### src/rtl/led_shift_pkg.sv
// Shared constants for the LED shift engine: run-mode codes, bounce directions and prescaler sizing.
// Optional speed-select build is enabled with LED_SPEED_SEL_EN.
package led_shift_pkg;

    localparam logic [1:0] MODE_ROTL    = 2'b00;
    localparam logic [1:0] MODE_ROTR    = 2'b01;
    localparam logic [1:0] MODE_BOUNCE  = 2'b10;
    localparam logic [1:0] MODE_JOHNSON = 2'b11;

    localparam logic DIR_LEFT  = 1'b0;
    localparam logic DIR_RIGHT = 1'b1;

    // Prescaler counter width: enough bits to hold DIV-1, never narrower than one bit.
    function automatic int div_cw(input int div);
        return (div > 1) ? $clog2(div) : 1;
    endfunction

endpackage

### src/rtl/shift_tick_div.sv
// Step prescaler: emits step_pulse once every DIV enabled cycles; clr restarts the count.
// With LED_SPEED_SEL_EN defined, a speed input divides the period by 1/2/4/8.
module shift_tick_div #(
    parameter int DIV = 50000000,
    parameter int CW  = 26
) (
    input  logic       clk,
    input  logic       reset,
    input  logic       en,
    input  logic       clr,
`ifdef LED_SPEED_SEL_EN
    input  logic [1:0] speed,
`endif
    output logic       step_pulse
);

    logic [CW-1:0] count_q;
    logic [CW-1:0] count_d;
    logic [CW-1:0] thr;
    logic          thr_hit;

`ifdef LED_SPEED_SEL_EN
    logic [31:0] scaled_div;

    always_comb begin
        scaled_div = 32'(DIV) >> speed;
        thr        = (scaled_div == 32'd0) ? '0 : CW'(scaled_div - 32'd1);
    end

    // A speed increase can leave the count above the new threshold; that wraps immediately.
    assign thr_hit = (count_q >= thr);
`else
    assign thr     = CW'(DIV - 1);
    assign thr_hit = (count_q == thr);
`endif

    assign step_pulse = en && !clr && thr_hit;

    always_comb begin
        count_d = count_q;
        if (clr) begin
            count_d = '0;
        end else if (en) begin
            count_d = step_pulse ? '0 : count_q + CW'(1);
        end
    end

    always_ff @(posedge clk) begin
        if (reset) begin
            count_q <= '0;
        end else begin
            count_q <= count_d;
        end
    end

endmodule

### src/rtl/led_shift_engine.sv
// Running-light engine: rotate, bounce and Johnson patterns stepped by an internal prescaler.
// Define LED_SPEED_SEL_EN to add the speed[1:0] rate-select input.
module led_shift_engine
    import led_shift_pkg::*;
#(
    parameter int WIDTH = 8,
    parameter int DIV   = 50000000
) (
    input  logic             clk,
    input  logic             reset,
    input  logic             en,
    input  logic [1:0]       mode,
    input  logic             load,
    input  logic [WIDTH-1:0] load_data,
`ifdef LED_SPEED_SEL_EN
    input  logic [1:0]       speed,
`endif
    output logic [WIDTH-1:0] Q,
    output logic             dir,
    output logic             tick
);

    localparam int CW = div_cw(DIV);

    logic             step;
    logic [WIDTH-1:0] q_q, q_d;
    logic             dir_q, dir_d;
    logic             tick_q, tick_d;
    logic [WIDTH-1:0] rotl, rotr, johnson;
    logic [WIDTH-1:0] stepped_q;
    logic             stepped_dir;

    shift_tick_div #(
        .DIV(DIV),
        .CW (CW)
    ) u_tick_div (
        .clk       (clk),
        .reset     (reset),
        .en        (en),
        .clr       (load),
`ifdef LED_SPEED_SEL_EN
        .speed     (speed),
`endif
        .step_pulse(step)
    );

    genvar gi;
    generate
        for (gi = 0; gi < WIDTH; gi++) begin : g_rot
            assign rotl[gi] = q_q[(gi + WIDTH - 1) % WIDTH];
            assign rotr[gi] = q_q[(gi + 1) % WIDTH];
        end
    endgenerate

    assign johnson = {q_q[WIDTH-2:0], ~q_q[WIDTH-1]};

    always_comb begin
        stepped_q   = q_q;
        stepped_dir = dir_q;
        case (mode)
            MODE_ROTL: stepped_q = rotl;
            MODE_ROTR: stepped_q = rotr;
            MODE_BOUNCE: begin
                // Reaching an edge turns around within the same step, so the edge bit lights once.
                if (dir_q == DIR_LEFT) begin
                    if (q_q[WIDTH-1]) begin
                        stepped_dir = DIR_RIGHT;
                        stepped_q   = q_q >> 1;
                    end else begin
                        stepped_q   = q_q << 1;
                    end
                end else begin
                    if (q_q[0]) begin
                        stepped_dir = DIR_LEFT;
                        stepped_q   = q_q << 1;
                    end else begin
                        stepped_q   = q_q >> 1;
                    end
                end
            end
            default: stepped_q = johnson;
        endcase
    end

    always_comb begin
        q_d    = q_q;
        dir_d  = dir_q;
        tick_d = 1'b0;
        if (load) begin
            q_d = load_data;
        end else if (step) begin
            q_d    = stepped_q;
            dir_d  = stepped_dir;
            tick_d = 1'b1;
        end
    end

    always_ff @(posedge clk) begin
        if (reset) begin
            q_q    <= {{(WIDTH-1){1'b0}}, 1'b1};
            dir_q  <= DIR_LEFT;
            tick_q <= 1'b0;
        end else begin
            q_q    <= q_d;
            dir_q  <= dir_d;
            tick_q <= tick_d;
        end
    end

    assign Q    = q_q;
    assign dir  = dir_q;
    assign tick = tick_q;

endmodule
### config.mk
export PLATFORM = sky130hd
export DESIGN_NAME = led_shift_engine
export DESIGN_NICKNAME = d
export VERILOG_FILES = /design/src/rtl/led_shift_pkg.sv /design/src/rtl/shift_tick_div.sv /design/src/rtl/led_shift_engine.sv
export SDC_FILE = /design/constraint.sdc
export NUM_CORES = 1
export LEC_CHECK = 0
export CAP_MARGIN = 20
export CORE_MARGIN = 1
export CORE_UTILIZATION = 49
export CTS_CLUSTER_DIAMETER = 200
export DETAILED_ROUTE_END_ITERATION = 16
export PLACE_DENSITY = 0.84
export SETUP_SLACK_MARGIN = 0.5
export SLEW_MARGIN = 15
export SYNTH_ARGS = -nofsm -noshare
export SYNTH_HDL_FRONTEND = slang
export SYNTH_SLANG_ARGS = --single-unit
### constraint.sdc
create_clock -name clk -period 1.9 [get_ports clk]
set_clock_uncertainty 0.2 [all_clocks]
set_input_delay 0.38 -clock clk [delete_from_list [all_inputs] [get_ports clk]]
set_output_delay 0.38 -clock clk [all_outputs]
set_load 0.1 [all_outputs]
==> flow_summary.json <==
{
  "run_status": "finished, violations left",
  "violations": "setup timing",
  "grt_setup_unrepaired": "yes",
  "crit_path_cell_trace": "a21o_1 -> a32oi_1 -> a221oi_1 -> nor2_1 -> or3_1",
  "startpoint": "dir",
  "cts_tree": "done",
  "path_clk_slew_ns": 0.07,
  "cp_slowest_stage_delay_ns": 0.43,
  "antenna_left": 0,
  "dieArea_um2": 4030,
  "wl_um": 9290,
  "drt-initial-drc-count": 442,
  "gp_congestion": 0.912,
  "setup_tns_ns": -2.21,
  "vias_per_cell": 6.80,
  "drv_slew": 0,
  "irDropWorstVdd_mv": 0.863,
  "cellPowerDensity_nw_per_um2": 526,
  "cts_sinks": 36,
  "yosys.area.top_type": "dfxtp_1",
  "syn-num-nets": 231,
  "start_util_pct": 53.4,
  "cp-endpoint": "Q[0]",
  "reg2reg_to": "Q[0]",
  "chipWidth_um": 63.5,
  "r2r_slack_ns": -0.18,
  "seq_area_um2": 782,
  "worstPathRequired_ns": 1.87,
  "synth_common_cells": "36 x dfxtp_1, 36 x nor2_1, 20 x nand2_1, 19 x xor2_1, 11 x nand3_1",
  "area_growth_pct": 73.4,
  "worstSetupStartpointType": "flop",
  "synth_warnings": 0,
  "place_area_um2": 2450,
  "seq_area_frac_synth_pct": 38.9,
  "critPathMaxFanout": 4,
  "gr-total-overflow": 0,
  "antenna-diode-count": 0,
  "wl_per_cell_um": 26.7,
  "period_needed_ns": 2.08,
  "clock_latency_ns": 0.30,
  "clock_tree.root_cell": "clkbuf_8",
  "path_class": "flop to flop",
  "p_total_mw": 1.69,
  "antenna_found_initial": 0,
  "cp.arrival_ns": 2.05,
  "cts_buffer_depth": 2,
  "via_count": 2367,
  "dr.pass1.iters": 7,
  "fin_ws_ns": -0.182,
  "hpwl_um": 3230,
  "slowest_stage": "a221oi_1",
  "async_flop_share_pct": 0,
  "htree_levels": 2,
  "port_buffers": 23,
  "yosys-top-cells-area": "dfxtp_1 39%, xor2_1 9.0%, nor2_1 7.3%",
  "multi_input_area_um2": 1330,
  "synth_area_um2": 1850,
  "route.detailed.drc": 0,
  "track_usage_pct": 38.3,
  "post-route-util_pct": 92.6,
  "max_freq_ghz": 0.480,
  "placementRows": 21,
  "path_delay_family": "compound AO/OA/AOI/OAI gates",
  "leakagePower_nw": 1.23,
  "cts_buffers": 5,
  "avgSynthCellArea_um2": 8.57,
  "reg2reg_depth": 5,
  "synth_edf_count": 0,
  "max-cap-violations": 0,
  "grt_max_degree": 15,
  "hold_viol_final": 0,
  "synth_cell_types": 46,
  "grt_pass1_vias": 2258,
  "netlist_instances": 216,
  "layout-drive-gt1-share_pct": 56.0,
  "reg2reg_from": "dir",
  "min_period_over_period_pct": 110,
  "worst_setup_path_end_kind": "flop",
  "coreArea_um2": 3470,
  "max-slew-margin-rel_pct": 73.7,
  "cp.depth": 5,
  "design_area_um2": 3210,
  "setup_viol": 33,
  "holdWs_ns": 0.363,
  "hold_path_class": "flop to flop",
  "ys_ff_latch": 36,
  "io_pins": 24,
  "synth_top_cell_area_share_pct": 38.9,
  "critPathBufInv": 0,
  "grt_first_pass_wirelength_um": 11500,
  "cts_hold_buf": 0,
  "fp.dieH_um": 63.5,
  "nets": 317,
  "tightest_slew_ns": 0.394,
  "nFillCells": 109,
  "synth_ff_type": "dfxtp_1"
}
## final cells by class
| class | instances | share of cell area, % |
|---|---|---|
| clock inverters | 1 | 0.156 |
| inverters | 2 | 0.234 |
| flip-flops and latches | 36 | 24.4 |
| clock buffers | 6 | 2.26 |
| multi-input cells | 168 | 41.4 |
| repair buffers | 89 | 29.8 |
| well taps | 46 | 1.79 |
## how the worst min path moves through the flow
stage | startpoint | to | slack, ns | cells past startpoint
after floorplan | u_tick_div.count_q[23] | u_tick_div.count_q[23] | 0.26 | 2
after global placement | u_tick_div.count_q[23] | u_tick_div.count_q[23] | 0.27 | 2
after detailed placement | Q[1] | Q[1] | 0.31 | 2
after CTS | Q[1] | Q[1] | 0.32 | 2
after global routing | u_tick_div.count_q[23] | u_tick_div.count_q[23] | 0.36 | 2
final | u_tick_div.count_q[23] | u_tick_div.count_q[23] | 0.36 | 2
## cells in the final DEF (no fill, tap or decap), drive strengths merged, types with 4 or more instances in the layout
master	count
a21oi	9
and4	4
buf	76
clkbuf	6
clkdlybuf4s50	9
dfxtp	36
nand2	20
nand2b	4
nand3	11
nand4	7
nor2	37
nor2b	5
nor3	4
nor4b	4
o21ai	6
xnor2	5
xor2	19
## metrics by stage
stage	instances	setup slack, ns
after global routing	348	-0.217
final	348	-0.182
after detailed placement	306	-0.475
after floorplan	216	0.00850
after CTS	343	0.0212
after global placement	306	-0.360
## flip-flops by register name (all words and copies together), names as in the netlist
signal	flops
u_tick_div.count_q	26
dir	1
Q	8
tick	1
## cells by family after synthesis
| family | Yosys count | share of synthesized area [%] |
|---|---|---|
| fa+ha+maj | 1 | 0.676 |
| simple gates | 107 | 31.5 |
| flops | 36 | 38.9 |
| xor+xnor | 24 | 11.4 |
| compound gates | 33 | 11.5 |
| buf+inv | 12 | 4.39 |
| mux | 3 | 1.69 |
## power by group
part	total (mW)	switching [mW]	internal, mW	leakage (nW)
Sequential	0.782	0.0226	0.760	0.308
Combinational	0.355	0.206	0.150	0.879
Clock	0.551	0.301	0.250	0.0410
## timing repair
item                                   CTS  global route
cloned                                   3             0
buffers inserted                        27             5
endpoints found under the hold margin    0             0
pin swaps                               18            10
gates resized for setup                 67            43
setup endpoints to repair               45            46
## worst register-to-register path, cell delays in order, from the launching register on
cell      delay [ns]
dfxtp_4         0.37
a21o_1          0.25
a32oi_1         0.19
a221oi_1        0.43
nor2_1          0.13
or3_1           0.39
## layer usage
metal	part of all wire (%)	GRT usage [%]	up-vias
met2	46	63.7	240
met5	0	0	-
met3	9.6	9.24	89
li1	-	-	926
met4	8.0	24.1	0
met1	36	43.5	1112
(Power assumes the default switching activity.)
==> patch (same settings) <==
Set the parameter `WIDTH` to 6 (it was 8).
--- a/src/rtl/led_shift_engine.sv
+++ b/src/rtl/led_shift_engine.sv
@@ -3,7 +3,7 @@
 module led_shift_engine
     import led_shift_pkg::*;
 #(
-    parameter int WIDTH = 8,
+    parameter int WIDTH = 6,
     parameter int DIV   = 50000000
 ) (
     input  logic             clk,
Interface: changed (resized Q and load_data); port bits go from 24 to 20. The function was not compared with the original's and may differ.
==> patch against the original RTL <==
The run still ends with setup timing left; die area down 5.3%; total power is 17% lower; sequential power fell by 5.8%; synthesized area down 5.5%; worst hold slack lost 0.040 ns; design area is 23% lower; wire length fell by 54%; first-iteration DRC count shrank 78%; non-clock buffer count fell by 36; worst setup slack improved by 0.037 ns; via count down 30%; sequential cell count shrank 2.
==> patch: results (changes against the original RTL) <==
Pwr
  – Seq pwr share: 0.528 (+0.065)
  – Worst ir drop on vdd: 511.0 µV (-41%)
  – Leak: 0.9569 nW (-22%)
  – Tot Pwr: 1.395 mW (-17%)

Synthesis
  – Distinct cells, synth: 43 (-6.5%)
  – Mapped Nets: 221 (-4.3%)
  – Top cells by count, synth: 37 x nor2_1, 34 x dfxtp_1, 19 x xor2_1, 16 x nand2_1, 9 x clkbuf_1
  – Leading post-synthesis cells by cell area: dfxtp_1 39%, xor2_1 9.5%, nor2_1 7.9%
  – Area share of fa/ha/maj cells after synthesis: 0.007148 (+0.0003912)
  – Synthesized-area fraction occupied by ao, oa, aoi and oai cells: 0.09864 (-0.01622)
  – Seq/Total Area, Yosys: 0.3888 (about the same)

Route
  – M1 WL: 1836 µm (-45%)
  – Mean number of vias per cell: 5.464 (-20%)
  – First DRT Iteration DRCs: 96 (-78%)
  – Total Wirelength: 4245 µm (-54%)
  – Metal3 WL: 179 µm (-80%)

GRT
  – First-pass GRT wire length: 6803 µm (-41%)
  – Met3 GRT Util: 0.06832 (-0.02407)
  – Pin count of the biggest net entering global routing: 14 (-1)
  – Met1 Usage GRT: 0.2670 (-0.1677)
  – Total track usage: 0.2433 (-0.1394)

Timing
  – Worst slew pin tran: 0.2968 ns (-0.09753 ns)
  – TNS Setup: -0.4822 ns (+1.724 ns)
  – Final setup margin: -0.1453 ns (+0.03717 ns)
  – Final setup viols: 6 (-82%)

Finish
  – Share of layout cells above drive strength 1: 0.2907 (-0.2689)
  – NumNets Final: 270 (-15%)

Worst setup path
  – Family with the most delay on the worst path: simple AND/OR/NAND/NOR gates
  – Critical path's slowest cell: or4_4
  – Worst r2r src: u_tick_div.count_q[1]
  – Crit path from: u_tick_div.count_q[1]
  – Crit path largest cell delay: 0.54 ns (+0.11 ns)
  – Worst r2r dst: Q[1]

Placement
  – Detailed placement HPWL: 2722 µm (-16%)
  – Dpl ws: -0.5498 ns (-0.07495 ns)
  – Final Wtd Congestion: 0.9432 (+3.4%)
  – PortBufs: 19 (-17%)

Clock tree
  – CTS Root Cell: clkbuf_4
  – Worst skew pair latency: 0.33 ns (+0.03 ns)
  – Worst-path clk slew: 0.10 ns (+0.03 ns)

Worst hold path
  – WHS Endpoint: u_tick_div.count_q[25]

Outcome
  – Failing checks: setup timing
  – Status: complete, but fails checks
-- patch: final cells by class --
type / count / area, µm²
Clock inverter: 1 / 5.005
Timing Repair Buffer: 53 / 564.3
Sequential cell: 34 / 701.9
Multi-Input combinational cell: 157 / 1059
Tap cell: 46 / 57.56
Fill cell: 237 / 924.6
Inverter: 6 / 22.52
Clock buffer: 7 / 55.05
-- patch: repair_timing --
| action | 4_1_cts | 5_1_grt |
|---|---|---|
| pin swaps | 3 | 2 |
| gates cloned | 1 | 0 |
| resized for setup | 10 | 3 |
| setup endpoints to repair | 42 | 42 |
| setup buffers | 5 | 1 |
-- patch: stage by stage --
step,std cells,hold slack (ns),instance area (µm²)
after global routing,304,0.3587,2465
after detailed placement,289,0.2943,2288
after floorplan,208,0.2722,1815
after CTS,303,0.3225,2444
final,304,0.3231,2465
after global placement,289,0.2881,2288
